### src/rtl/m_d_areg_tx_pkg.sv
// Shared constants for the memory -> d-side response transmitter.
package m_d_areg_tx_pkg;
  localparam int FLIT_W    = 16;
  localparam int MSG_W     = 176;
  localparam int NUM_FLITS = MSG_W / FLIT_W;
  localparam int CNT_W     = 4;

  localparam logic [1:0] CTRL_HEAD = 2'b01;
  localparam logic [1:0] CTRL_BODY = 2'b00;
  localparam logic [1:0] CTRL_TAIL = 2'b10;

  typedef enum logic {
    IDLE = 1'b0,
    SEND = 1'b1
  } tx_state_e;
endpackage

### src/rtl/m_d_areg_tx.sv
// Captures a 176-bit memory response and streams it MSB-first as 16-bit
// flits over a valid/ready link. Busy while a message is held.
module m_d_areg_tx
  import m_d_areg_tx_pkg::*;
(
  input  logic              clk,
  input  logic              rst,
  input  logic [MSG_W-1:0]  m_flits_d,
  input  logic              v_m_flits_d,
  input  logic              flush,
  input  logic              d_rdy_m,
  output logic [FLIT_W-1:0] m_d_flit,
  output logic              v_m_d_flit,
  output logic [1:0]        m_d_ctrl,
  output logic              m_d_areg_state,
  output logic              m_d_tx_done
);

  localparam logic [CNT_W-1:0] LAST = CNT_W'(NUM_FLITS - 1);

  // Message held as flit slots; slot NUM_FLITS-1 is the MSB flit (sent first).
  tx_state_e                        state_q, state_d;
  logic [NUM_FLITS-1:0][FLIT_W-1:0] msg_q, msg_d;
  logic [CNT_W-1:0]                 cnt_q, cnt_d;
  logic                             done_q, done_d;
  logic [CNT_W-1:0]                 slot;

  // Next-state: flush beats handshake and load; loads only accepted in IDLE.
  always_comb begin
    state_d = state_q;
    msg_d   = msg_q;
    cnt_d   = cnt_q;
    done_d  = 1'b0;
    if (flush) begin
      state_d = IDLE;
      msg_d   = '0;
      cnt_d   = '0;
    end else begin
      case (state_q)
        IDLE: begin
          if (v_m_flits_d) begin
            msg_d   = m_flits_d;
            cnt_d   = '0;
            state_d = SEND;
          end
        end
        SEND: begin
          if (d_rdy_m) begin
            if (cnt_q == LAST) begin
              state_d = IDLE;
              msg_d   = '0;
              cnt_d   = '0;
              done_d  = 1'b1;
            end else begin
              cnt_d = cnt_q + CNT_W'(1);
            end
          end
        end
        default: state_d = IDLE;
      endcase
    end
  end

  // State, message, counter and done pulse registers; reset wins over all.
  always_ff @(posedge clk) begin
    if (!rst) begin
      state_q <= IDLE;
      msg_q   <= '0;
      cnt_q   <= '0;
      done_q  <= 1'b0;
    end else begin
      state_q <= state_d;
      msg_q   <= msg_d;
      cnt_q   <= cnt_d;
      done_q  <= done_d;
    end
  end

  // Slice mux: flit/ctrl/valid derived from held message and counter only,
  // so they stay stable while the receiver stalls.
  always_comb begin
    slot           = LAST - cnt_q;
    v_m_d_flit     = (state_q == SEND);
    m_d_flit       = '0;
    m_d_ctrl       = CTRL_BODY;
    if (state_q == SEND) begin
      m_d_flit = msg_q[slot];
      if (cnt_q == '0)       m_d_ctrl = CTRL_HEAD;
      else if (cnt_q == LAST) m_d_ctrl = CTRL_TAIL;
    end
    m_d_areg_state = (state_q == SEND);
    m_d_tx_done    = done_q;
  end

endmodule

### config.mk
export PLATFORM = sky130hd
export DESIGN_NAME = m_d_areg_tx
export DESIGN_NICKNAME = d
export VERILOG_FILES = /design/src/rtl/m_d_areg_tx_pkg.sv /design/src/rtl/m_d_areg_tx.sv
export SDC_FILE = /design/constraint.sdc
export NUM_CORES = 1
export LEC_CHECK = 0
export CAP_MARGIN = 15
export CORE_ASPECT_RATIO = 2
export CORE_MARGIN = 5
export CORE_UTILIZATION = 49
export DETAILED_ROUTE_END_ITERATION = 8
export PLACE_DENSITY = 0.83
export SLEW_MARGIN = 20
export SYNTH_ARGS = -nofsm -noshare
export SYNTH_HDL_FRONTEND = slang
export SYNTH_SLANG_ARGS = --single-unit
### constraint.sdc
create_clock -name clk -period 3.3 [get_ports clk]
set_clock_uncertainty 0.1 [all_clocks]
set_input_delay 0.66 -clock clk [delete_from_list [all_inputs] [get_ports clk]]
set_output_delay 0.66 -clock clk [all_outputs]
set_load 0.02 [all_outputs]
==> metrics.txt <==
Worst Setup SP cnt_q[0]; slowest stage delay, CP 400 ps; Initial Util 49.83%; Final Setup Violations 2; Num CTS Buffers 17; leakage power 3.663 nW; row count 65; first-pass detailed-route iteration total 6; drt via density 6.067; CTS tree yes; worst reg2reg path depth 8; Routed Antenna Nets 0; die area around 19000 sq um; CP max-delay cell dfxtp_4; Die X 99.57 microns; maximum vdd drop 408.4 uV; clk slew on worst S/H paths about 70 ps; largest net degree at the start of global routing 91; Cells after Synth 880; EDFF count, synth 0; hold buffers post-CTS 0; initial antenna violation count 3; IO Pins 202; core box area about 16000 sq um; DP HPWL around 19 mm; Worst R2R End msg_q[18]; Fill cells 1250; final slew viol count 0; FF+latch area 3647 sq um; Fmax around 300 MHz; Synth Flop Type dfxtp_1; CTS root buf clkbuf_16; Worst Setup End Kind output pin; Die Span Y between 150 and 200 microns; pwr dens 458.7 nW/um^2; hold path endpoint msg_q[87]; setup ws final -74.90 ps; Yosys cell types 31; Mean Syn Cell Area 8.933 sq um; via count about 7600; number of global-route vias before repair 7385; Post-synth ARST share 0%; worst r2r src cnt_q[0]; failing checks setup timing; status complete, but fails checks; Clock Latency Late Sink 430 ps; GPL Wtd Cong 0.9408; Final Hold Fails 0; Hold Path Depth 2; H-tree depth reported by CTS 4; post-layout util 67.59%; area grow syn2layout 35.65%; Design Area, Final around 11000 sq um; total global-route track usage 27.18%; hold wc startpoint msg_q[87]; Worst EP required 2540 ps; RSZ-0062 raised after global routing yes; worst path cell trace inv_1, ha_4, buf_4, clkbuf_16, mux2i_2, nand3_1, nand4_1, o22ai_1, dlygate4sd2_1; min-delay worst type flop to flop; layout cells sized above 1 8.908%; syn nets 1064; Relative slew margins approximately 34%; Multi-input gate area 3860 sq um; Iter 0 DRT Violations approximately 910; Tcrit/Tclk final 102.3%; crit path max fanout 11; PortBufs 201; wire per inst 21.61 microns; area of placed instances 9928 sq um; Tmin final 3375 ps; sequential-to-total area share from yosys stat 46.35%; DRC viols 0; yosys warns 0; WL final 26.97 mm; NumNets Final 1215; pin slew with the least headroom to its limit 989.8 ps; Synth Register Bits 182; crit path launch type flop; first-pass GRT wire length 39.32 mm; flop2flop setup slack 610 ps; CTS Sinks 182; Post-Synthesis Cell Area 7861 sq um; max cap viols 0; Crit Path Class flop to output pin; CP arrival around 2600 ps; CTS max path bufs 2; total congestion overflow 0
power by group:
group | internal [mW] | switching, mW | leakage, nW
clock network | 1.02 | 0.934 | 0.269
logic | 0.339 | 0.285 | 1.91
registers | 2.26 | 0.0521 | 1.48
total | 3.62 | 1.27 | 3.66
cell usage after synthesis, types with 2 or more instances:
cell / instances / area (sq um)
a21oi_1: 5 / 25.02
a22oi_1: 177 / 1329
a31oi_1: 17 / 106.4
buf_1: 5 / 18.77
buf_2: 31 / 155.2
buf_4: 14 / 105.1
buf_6: 4 / 45.04
clkbuf_1: 41 / 153.9
dfxtp_1: 182 / 3643
ha_1: 3 / 37.54
inv_1: 2 / 7.510
mux2i_1: 80 / 800.8
nand2_1: 5 / 18.77
nand3_1: 66 / 330.3
nand4_1: 16 / 100.1
nor2_1: 198 / 743.2
nor3_1: 3 / 15.01
nor3b_1: 2 / 15.01
o22ai_1: 16 / 100.1
xnor2_1: 2 / 17.52
metrics by stage:
step / TNS [ps] / worst slack, ps / power (mW) / std cells / hold slack (ps)
after floorplan: 0 / 131.5 / 2.656 / 880 / 364.7
after global placement: 0 / 98.35 / 2.958 / 1207 / 376.5
after detailed placement: 0 / 18.59 / 2.969 / 1207 / 383.0
after CTS: -200.2 / -162.4 / 4.902 / 1239 / 402.4
after global routing: -422.0 / -192.1 / 5.062 / 1248 / 429.4
final: -107.3 / -74.90 / 4.892 / 1248 / 398.8
cells by family after synthesis:
family          after synthesis  synth area share, %
simple gates                296                16.14
buf+inv                      97                6.175
fa+ha+maj                     3               0.4775
xor+xnor                      3               0.3343
mux                          80                10.19
flops                       182                46.35
compound gates              219                20.34
cell type report:
cell class                 instances  area share (%)
timing repair buffer             227           21.74
clock inverter                    14           1.244
tap                              201           2.358
multi-input combinational        601           36.20
clock buffer                      18           4.118
inverter                           2         0.07040
antenna                            3         0.07040
sequential                       182           34.20
placed cells by master, fill, tap and decap left out, types with 2 or more instances in the layout:
cell	instances
nand3_1	66
dfxtp_1	181
clkbuf_16	20
buf_4	12
inv_1	2
mux2i_2	15
clkdlybuf4s50_1	185
inv_6	5
ha_1	2
nor2_1	198
diode_2	3
buf_6	3
nand4_1	16
o22ai_1	16
dlygate4sd2_1	6
inv_8	3
clkbuf_2	8
a22oi_1	177
nand2_1	5
a31oi_1	17
buf_12	8
mux2i_1	64
clkinvlp_4	4
nor3_1	3
nor3b_1	2
a21oi_1	4
per-layer routing:
layer / vias to the layer above / wire length, microns / GRT usage (%)
li1: 3510 / - / -
met1: 3620 / 9276 / 28.51
met2: 353 / 14380 / 47.85
met3: 89 / 1553 / 4.499
met4: 0 / 1762 / 19.78
met5: - / 0 / 0
how the worst max path moves through the flow:
stage	endpoint
3_3_place_gp	m_d_flit[6]
5_1_grt	m_d_flit[3]
6_report	m_d_flit[3]
3_5_place_dp	m_d_flit[15]
4_1_cts	m_d_flit[15]
2_1_floorplan	m_d_flit[10]
flip-flops by register name, indices dropped and copies added (netlist names):
name / flops
m_d_tx_done: 1
cnt_q: 4
msg_q: 176
m_d_areg_state: 1
timing repair:
item | CTS | global route
pin swaps | 0 | 1
resized for setup | 26 | 35
setup buffers | 0 | 3
setup endpoints to repair | 17 | 17
gates cloned | 0 | 3
worst max-delay path: cells and delay by family, from the launching register on:
family	cells	cell delay (ps)
buf+inv	4	780
mux	1	270
compound gates	1	110
fa+ha+maj	1	370
simple gates	2	240
flops	1	400
(Power assumes the default switching activity.)
